**config.mk**
```make
export PLATFORM = sky130hd
export DESIGN_NAME = codec_buffer_rd_source
export DESIGN_NICKNAME = d
export VERILOG_FILES = /design/src/rtl/codec_buffer_rd_source.sv
export SDC_FILE = /design/constraint.sdc
export NUM_CORES = 1
export LEC_CHECK = 0
export CAP_MARGIN = 20
export CORE_ASPECT_RATIO = 1.1
export CORE_MARGIN = 2
export CORE_UTILIZATION = 30
export DETAILED_ROUTE_END_ITERATION = 16
export GPL_TIMING_DRIVEN = 0
export PLACE_DENSITY = 0.44
export SYNTH_ARGS = -nofsm -noshare
export SYNTH_HDL_FRONTEND = slang
export SYNTH_SLANG_ARGS = --single-unit
```
**constraint.sdc**
```tcl
create_clock -name iclk -period 2.7 [get_ports iclk]
set_clock_uncertainty 0.1 [all_clocks]
set_input_delay 0.675 -clock iclk [delete_from_list [all_inputs] [get_ports iclk]]
set_output_delay 0.675 -clock iclk [all_outputs]
set_load 0.01 [all_outputs]
```
**src/rtl/codec_buffer_rd_source.sv**
```systemverilog
// Read-side sequencer for the banked codec DWC buffer: walks the read
// address 0..len_m1 through the fixed-latency RAM port, repacks returned
// words into a sop/val/eop stream with ready backpressure, then releases
// the bank with a one-cycle orempty pulse.
//
// state   | meaning
// --------+-----------------------------------------------------------
// IDLE    | waiting for ibuf_rdy; latches length and tag on start
// READ    | issuing one address per cycle while FIFO credit allows
// WAIT    | last address issued; waiting for its data to be captured
// RELEASE | orempty pulse, bank handed back to the buffer
// GAP     | guard cycle so the buffer's registered status settles
module codec_buffer_rd_source #(
  parameter int pRADDR_W = 8,
  parameter int pRDAT_W  = 8,
  parameter int pTAG_W   = 8,
  parameter int pPIPE    = 1
) (
  input  logic                iclk,
  input  logic                ireset,
  input  logic                iclkena,
  input  logic                ibuf_rdy,
  input  logic [pRADDR_W-1:0] ilen_m1,
  output logic [pRADDR_W-1:0] oraddr,
  input  logic [pRDAT_W-1:0]  irdat,
  input  logic [pTAG_W-1:0]   irtag,
  output logic                orempty,
  input  logic                ordy,
  output logic                oval,
  output logic                osop,
  output logic                oeop,
  output logic [pRDAT_W-1:0]  odat,
  output logic [pTAG_W-1:0]   otag,
  output logic                obusy
);

  localparam int LAT   = 1 + pPIPE;
  localparam int DEPTH = 4;

  typedef enum logic [2:0] {IDLE, READ, WAIT, RELEASE, GAP} state_t;

  state_t              state, state_nxt;
  logic [pRADDR_W-1:0] addr;
  logic [pRADDR_W-1:0] len_r;
  logic [pTAG_W-1:0]   tag_r;
  logic                start, issue, credit, wr_en, pop;

  // Read-latency tracking: one slot per RAM pipeline stage.
  logic                pipe_vld [LAT];
  logic                pipe_sop [LAT];
  logic                pipe_eop [LAT];
  logic [pTAG_W-1:0]   pipe_tag [LAT];
  logic [2:0]          inflight;

  // Output FIFO. The tag rides with each word so that a slow drain of one
  // block never sees the tag already latched for the next block.
  logic [pRDAT_W-1:0]  mem_dat [DEPTH];
  logic                mem_sop [DEPTH];
  logic                mem_eop [DEPTH];
  logic [pTAG_W-1:0]   mem_tag [DEPTH];
  logic [1:0]          wptr, rptr;
  logic [2:0]          fifo_cnt;

  assign credit = ({1'b0, fifo_cnt} + {1'b0, inflight}) < 4'(DEPTH);
  assign wr_en  = pipe_vld[LAT-1];
  assign oval   = (fifo_cnt != 3'd0);
  assign pop    = oval & ordy & iclkena;
  assign osop   = oval & mem_sop[rptr];
  assign oeop   = oval & mem_eop[rptr];
  assign odat   = oval ? mem_dat[rptr] : '0;
  assign oraddr = addr;
  assign obusy  = (state != IDLE);

  // State register.
  always_ff @(posedge iclk) begin
    if (ireset)       state <= IDLE;
    else if (iclkena) state <= state_nxt;
  end

  // Next-state and per-cycle control decode.
  always_comb begin
    state_nxt = state;
    start     = 1'b0;
    issue     = 1'b0;
    orempty   = 1'b0;
    case (state)
      IDLE: begin
        if (ibuf_rdy) begin
          start     = 1'b1;
          state_nxt = READ;
        end
      end
      READ: begin
        if (credit) begin
          issue = 1'b1;
          if (addr == len_r) state_nxt = WAIT;
        end
      end
      WAIT: begin
        // Leave as the last word is written so orempty follows its capture.
        if (inflight == 3'd0 || (inflight == 3'd1 && wr_en)) state_nxt = RELEASE;
      end
      RELEASE: begin
        orempty   = 1'b1;
        state_nxt = GAP;
      end
      GAP:     state_nxt = IDLE;
      default: state_nxt = IDLE;
    endcase
  end

  // Address counter, block length/tag latch and the latency pipeline.
  always_ff @(posedge iclk) begin
    if (ireset) begin
      addr     <= '0;
      len_r    <= '0;
      tag_r    <= '0;
      inflight <= 3'd0;
      for (int i = 0; i < LAT; i++) begin
        pipe_vld[i] <= 1'b0;
        pipe_sop[i] <= 1'b0;
        pipe_eop[i] <= 1'b0;
        pipe_tag[i] <= '0;
      end
    end else if (iclkena) begin
      if (start) begin
        addr  <= '0;
        len_r <= ilen_m1;
        tag_r <= irtag;
      end else if (issue) begin
        addr <= addr + 1'b1;
      end
      pipe_vld[0] <= issue;
      pipe_sop[0] <= (addr == '0);
      pipe_eop[0] <= (addr == len_r);
      pipe_tag[0] <= tag_r;
      for (int i = 1; i < LAT; i++) begin
        pipe_vld[i] <= pipe_vld[i-1];
        pipe_sop[i] <= pipe_sop[i-1];
        pipe_eop[i] <= pipe_eop[i-1];
        pipe_tag[i] <= pipe_tag[i-1];
      end
      inflight <= inflight + {2'b00, issue} - {2'b00, wr_en};
    end
  end

  // Output FIFO write/read pointers and occupancy.
  always_ff @(posedge iclk) begin
    if (ireset) begin
      wptr     <= 2'd0;
      rptr     <= 2'd0;
      fifo_cnt <= 3'd0;
    end else if (iclkena) begin
      if (wr_en) begin
        mem_dat[wptr] <= irdat;
        mem_sop[wptr] <= pipe_sop[LAT-1];
        mem_eop[wptr] <= pipe_eop[LAT-1];
        mem_tag[wptr] <= pipe_tag[LAT-1];
        wptr          <= wptr + 2'd1;
      end
      if (pop) rptr <= rptr + 2'd1;
      fifo_cnt <= fifo_cnt + {2'b00, wr_en} - {2'b00, pop};
    end
  end

  // Block tag output: switches only when a block's first word leaves.
  always_ff @(posedge iclk) begin
    if (ireset)                      otag <= '0;
    else if (pop && mem_sop[rptr])   otag <= mem_tag[rptr];
  end

  // Credit should make a write into a full FIFO impossible.
  always_ff @(posedge iclk) begin
    if (!ireset && iclkena && wr_en) assert (fifo_cnt != 3'(DEPTH));
  end

endmodule

```
Yosys cells after proc, flatten, opt, wreduce, memory -nomap -nowiden

Memory sizes are Yosys's and may differ from the RTL's. A register that Yosys moved wholly into a read port is not among the register bits.
Cells that the tools add are included.

Bits in registers: 37
RAM bits: 94
Memories kept: 8

Add/subtract/negate cells: 8
Magnitude comparators: 1
Equal/unequal tests: 9
Multiplexer cells: 36
Bitwise operators: 12
Reduce and logical (&&, ||, !) cells: 14

Memory list:

| memory      | words | width | rd ports | clocked after Yosys merged registers in | write ports | RTL line | text |
|---|---|---|---|---|---|---|---|
| mem_dat     | 4     | 8     | 1        | 1                                       | 1           | 57       | `logic [pRDAT_W-1:0] mem_dat [DEPTH];` |
| mem_tag     | 4     | 8     | 1        | 1                                       | 1           | 60       | `logic [pTAG_W-1:0] mem_tag [DEPTH];` |
| pipe_tag    | 2     | 8     | 2        | 0                                       | 2           | 52       | `logic [pTAG_W-1:0] pipe_tag [LAT];` |
| mem_eop     | 4     | 1     | 1        | 1                                       | 1           | 59       | `logic mem_eop [DEPTH];` |
| mem_sop     | 4     | 1     | 1        | 1                                       | 1           | 58       | `logic mem_sop [DEPTH];` |
| pipe_eop    | 2     | 1     | 2        | 0                                       | 2           | 51       | `logic pipe_eop [LAT];` |
| +2 memories | -     | -     | -        | -                                       | -           | -        |  |

Operators by type and width:

| kind                                                        | count |
|---|---|
| two-way mux 8 bit                                           | 5 |
| two-way mux 1 bit                                           | 20 |
| two-way mux 2 bit                                           | 6 |
| two-way mux 3 bit                                           | 4 |
| case mux 3 bit (4 select lines)                             | 1 |
| adder 8 x 1 -> 8 bit (second input constant)                | 1 |
| == test 8 bit                                               | 1 |
| logical NOT 8 bit                                           | 1 |
| inequality test 2 bit (second input constant)               | 4 |
| OR 1 bit                                                    | 8 |
| AND reduction 2 bit                                         | 4 |
| adder 3 x 1 -> 3 bit                                        | 2 |
| == test 3 x 1 -> 1 bit (second input constant)              | 2 |
| == test 3 x 2 -> 1 bit (second input constant)              | 2 |
| logical NOT 3 bit                                           | 2 |
| nonzero test 3 bit                                          | 2 |
| subtractor 3 x 1 -> 3 bit                                   | 2 |
| AND reduction 5 bit                                         | 1 |
| adder 2 x 1 -> 2 bit (second input constant)                | 2 |
| adder 3 x 3 -> 4 bit                                        | 1 |
| bitwise AND 1 bit                                           | 4 |
| less-than comparator 4 x 3 -> 1 bit (second input constant) | 1 |
| logical AND 1 bit                                           | 2 |
| nonzero test 2 bit                                          | 1 |
| logical OR 1 bit                                            | 1 |

Logic depth before layout (Yosys ltp)

Depth after elaboration: 6
Mapped depth: 10
Depth with buffers taken out: 9

Least setup slack after synthesis

Ideal clock, no wire load.

Kind: input to register
From: in iclkena
To: reg fifo_cnt[2]
Library setup time: 128 ps
Arrival time: 2246 ps
Data required time: 2472 ps
Slack: 227 ps
Stages: 10
Cells stage by stage: buf_2 -> o311a_1 -> ha_1 -> inv_1 -> ha_1 -> fa_1 -> xor2_1 -> nor2_1 -> xnor2_1 -> nor2_1

Cells in the longest elaborated chain, start to end: 2

RTL lines:

| item                      | RTL line | text |
|---|---|---|
| start, declared           | 21       | `input logic iclkena,` |
| bitwise AND 1 bit         | 67       | `assign pop = oval & ordy & iclkena;` |
| subtractor 3 x 1 -> 3 bit | 162      | `fifo_cnt <= fifo_cnt + {2'b00, wr_en} - {2'b00, pop};` |
| end signal, assigned      | 162      |  |
| end, declared             | 62       | `logic [2:0] fifo_cnt;` |

Parallel ways exist; a longest one is shown, timed or not.
A chain may end at the register's enable or synchronous reset.

Worst setup path after layout

From: reg fifo_cnt[1]
To: out oval

Cells in the longest elaborated chain, start to end: 1

RTL lines:

| item               | RTL line | text |
|---|---|---|
| nonzero test 3 bit | 66       | `assign oval = (fifo_cnt != 3'd0);` |
| end, declared      | 29       | `output logic oval,` |

No other way between the ends.

==> results.json <==
{
  "status": "finished clean",
  "crit_arrival_ns": 1.80,
  "grt_overflow_total": 0,
  "port-buffer-count": 56,
  "critPathMaxFanout": 10,
  "die_area_sq_mm": 0.0201,
  "dp_hpwl_um": 7660,
  "rows": 52,
  "wl_um": 11500,
  "critPathLaunchType": "flop",
  "drive_gt1_share_pct": 13.9,
  "end_kind": "output port",
  "p_leak_uw": 0.00270,
  "io_pins": 58,
  "layout_setup_ws_ns": 0.123,
  "powerDensity_mw_per_mm2": 739,
  "crit_chain": "nor3_2, buf_4, inv_1, clkdlybuf4s50_1",
  "synth_nets": 456,
  "slowest_stage": "clkdlybuf4s50_1",
  "synth-seq-cells": 141,
  "cts_tree": "built",
  "grt_pass1_vias": 3507,
  "finalNonFillerCells": 745,
  "relSlewSlack_pct": 32.4,
  "post-place-ws_ns": -0.403,
  "route.detailed.drc": 0,
  "crit_required_ns": 1.92,
  "rsz0062_at_grt": "no",
  "synth_warnings": 0,
  "area_growth_pct": 26.5,
  "crit_family": "buffers and inverters",
  "maxSlewViolCount": 0,
  "irDropWorstVdd_v": 0.000445,
  "dr.first_iter.drc_count": 145,
  "period_share_pct": 95.5,
  "clock_latency_ns": 0.41,
  "synth.yosys.seq_area_share_pct": 66.2,
  "finalSetupViolations": 0,
  "clock-sinks": 141,
  "ys_async_sr_fraction_pct": 0,
  "vias": 3432,
  "track_usage_pct": 12.4,
  "antenna_found_initial": 0,
  "syn_inst": 413,
  "slowest_delay_ns": 0.47,
  "cts_made_buffers": 17,
  "clk_pin_slew_worst_paths_ns": 0.06,
  "firstDrtPassIters": 4,
  "synth_area_per_cell_sq_um": 13.8,
  "place_inst": 712,
  "ant_nets": 0,
  "wire_per_inst_um": 15.4,
  "fillers": 1799,
  "fp.coreArea_sq_mm": 0.0185,
  "cp.buffers_inverters": 3,
  "path_class": "reg -> out",
  "grt_pass1_wl_um": 18500,
  "chipHeight_um": 148,
  "maxCapViolCount": 0,
  "finalHoldViolations": 0,
  "nets": 532,
  "die_w_um": 135,
  "synth.cell_area_sq_mm": 0.00569,
  "synth_cell_type_count": 38,
  "h-tree-depth": 4,
  "clockBufferDepth": 2,
  "worst_slew_pin_slew_ns": 1.01,
  "worstHoldPathType": "reg -> reg",
  "layout_min_cycle_time_ns": 2.58,
  "clock.fmax_mhz": 388,
  "ys.flop_type": "edfxtp_1",
  "vias_per_cell": 4.61,
  "grt_max_degree": 23,
  "synth_edf_count": 94,
  "cts_root_buf": "clkbuf_16",
  "num_antenna_cells": 0,
  "start_util_pct": 30.8,
  "final.setup.tns_ns": 0,
  "gp_congestion": 0.787
}
## metal layers
metal	GRT usage, %	up-vias	part of all wire (%)	routed length [um]
met5	0	-	0	0
met1	15.1	1667	44	5100
li1	-	1667	-	-
met2	20.8	80	50	5740
met4	5.31	0	1.9	214
met3	3.27	18	3.9	450
## final cells by class
class	instances	area (sq um)	share of cell area, %
inverters	16	60.1	0.835
clock buffers	17	425	5.91
multi-input cells	236	1800	25.0
plain buffers	19	96.3	1.34
flip-flops and latches	141	3770	52.3
well taps	243	304	4.23
repair buffers	58	552	7.67
clock inverters	15	195	2.71
## metrics by stage
step,power [uW],area (sq um),hold WS (ns),utilization [%]
2_1_floorplan,2740,5690,0.332,-
3_3_place_gp,2940,6550,0.342,35.5
3_5_place_dp,2940,6550,0.346,35.5
4_1_cts,5390,7200,0.354,39.0
5_1_grt,5550,7190,0.375,38.9
6_report,5310,7190,0.353,38.9
## placed cells by master, fill, tap and decap left out, drive strengths merged, types with 3 or more instances in the layout
| master | synthesis | layout |
|---|---|---|
| nor2b | 10 | 10 |
| nand2 | 46 | 46 |
| o21ai | 4 | 4 |
| clkinv | 0 | 9 |
| mux4 | 18 | 18 |
| clkbuf | 12 | 30 |
| clkdlybuf4s50 | 0 | 46 |
| or4 | 3 | 3 |
| mux2i | 13 | 13 |
| nand3 | 5 | 5 |
| nor3 | 3 | 3 |
| o31ai | 3 | 3 |
| ha | 12 | 12 |
| bufinv | 0 | 4 |
| xnor2 | 6 | 6 |
| or3 | 4 | 4 |
| nor4 | 4 | 4 |
| dfxtp | 47 | 47 |
| and3 | 25 | 25 |
| nor4b | 3 | 3 |
| edfxtp | 94 | 94 |
| buf | 8 | 11 |
| xor2 | 11 | 11 |
| a21oi | 25 | 25 |
| inv | 16 | 18 |
| dlygate4sd2 | 0 | 7 |
| nor2 | 26 | 26 |
## worst register-to-register path: cells and delay by family, from the launching register on
family	cells	cell delay, ns
flops	1	0.42
fa+ha+maj	3	0.90
mux	1	0.14
simple gates	3	0.76
## report_power, final
part | internal [uW] | switching, uW | leakage, uW | total (uW)
clock network | 1540 | 883 | 0.000306 | 2430
logic | 221 | 236 | 0.00112 | 457
registers | 2370 | 55.7 | 0.00128 | 2430
total | 4140 | 1180 | 0.00270 | 5310
## worst paths after layout
check | from | end | slack [ns] | depth (start not counted)
worst max-delay path | fifo_cnt[1] | oval | 0.12 | 4
worst min-delay path | tag_r[0] | tag_r[0] | 0.35 | 2
worst max register to register | fifo_cnt[2] | inflight[1] | 0.24 | 7
worst min register to register | tag_r[0] | tag_r[0] | 0.35 | 2
## state kept, by name, indices dropped and copies added, names as in the netlist, named ones only
signal / cells
len_r: 8
inflight: 3
pipe_vld: 2
pipe_eop: 2
rptr: 2
mem_sop: 4
pipe_sop: 2
state: 3
fifo_cnt: 3
pipe_tag: 16
wptr: 2
oraddr: 8
tag_r: 8
mem_dat: 32
otag: 8
mem_tag: 32
mem_eop: 4
## cell usage after synthesis (6+ instances only)
| library cell | instances | share of area (%) |
|---|---|---|
| mux4_2 | 18 | 7.1 |
| a21oi_1 | 24 | 2.1 |
| inv_1 | 16 | 1.1 |
| xnor2_1 | 6 | 0.92 |
| nor2b_1 | 10 | 1.1 |
| nor2_1 | 26 | 1.7 |
| clkbuf_1 | 12 | 0.79 |
| nand2_1 | 45 | 3.0 |
| mux2i_1 | 13 | 2.3 |
| and3_1 | 25 | 2.7 |
| ha_1 | 12 | 2.6 |
| edfxtp_1 | 94 | 50 |
| dfxtp_1 | 47 | 17 |
| xor2_1 | 11 | 1.7 |
## timing repair
| item | 4_1_cts | 5_1_grt |
|---|---|---|
| pin swaps | 0 | 0 |
| setup endpoints to repair | 11 | 42 |
| resized for setup | 22 | 7 |
| hold buffers | 0 | 0 |
| setup buffers | 2 | 0 |
## kinds of logic (layout without fill, tap and decap cells)
group                      Yosys count  in the layout  synth area share [%]
buffers and inverters               36            125                  2.49
and+or+nand+nor                    137            137                  12.3
xor gates and xnor gates            17             17                  2.62
DFF                                141            141                  66.2
AOI/OAI and AO/OA                   37             37                  3.70
adders and majority gates           14             14                  3.34
muxes                               31             31                  9.41
Note: power is estimated with default switching activity, not from simulation.
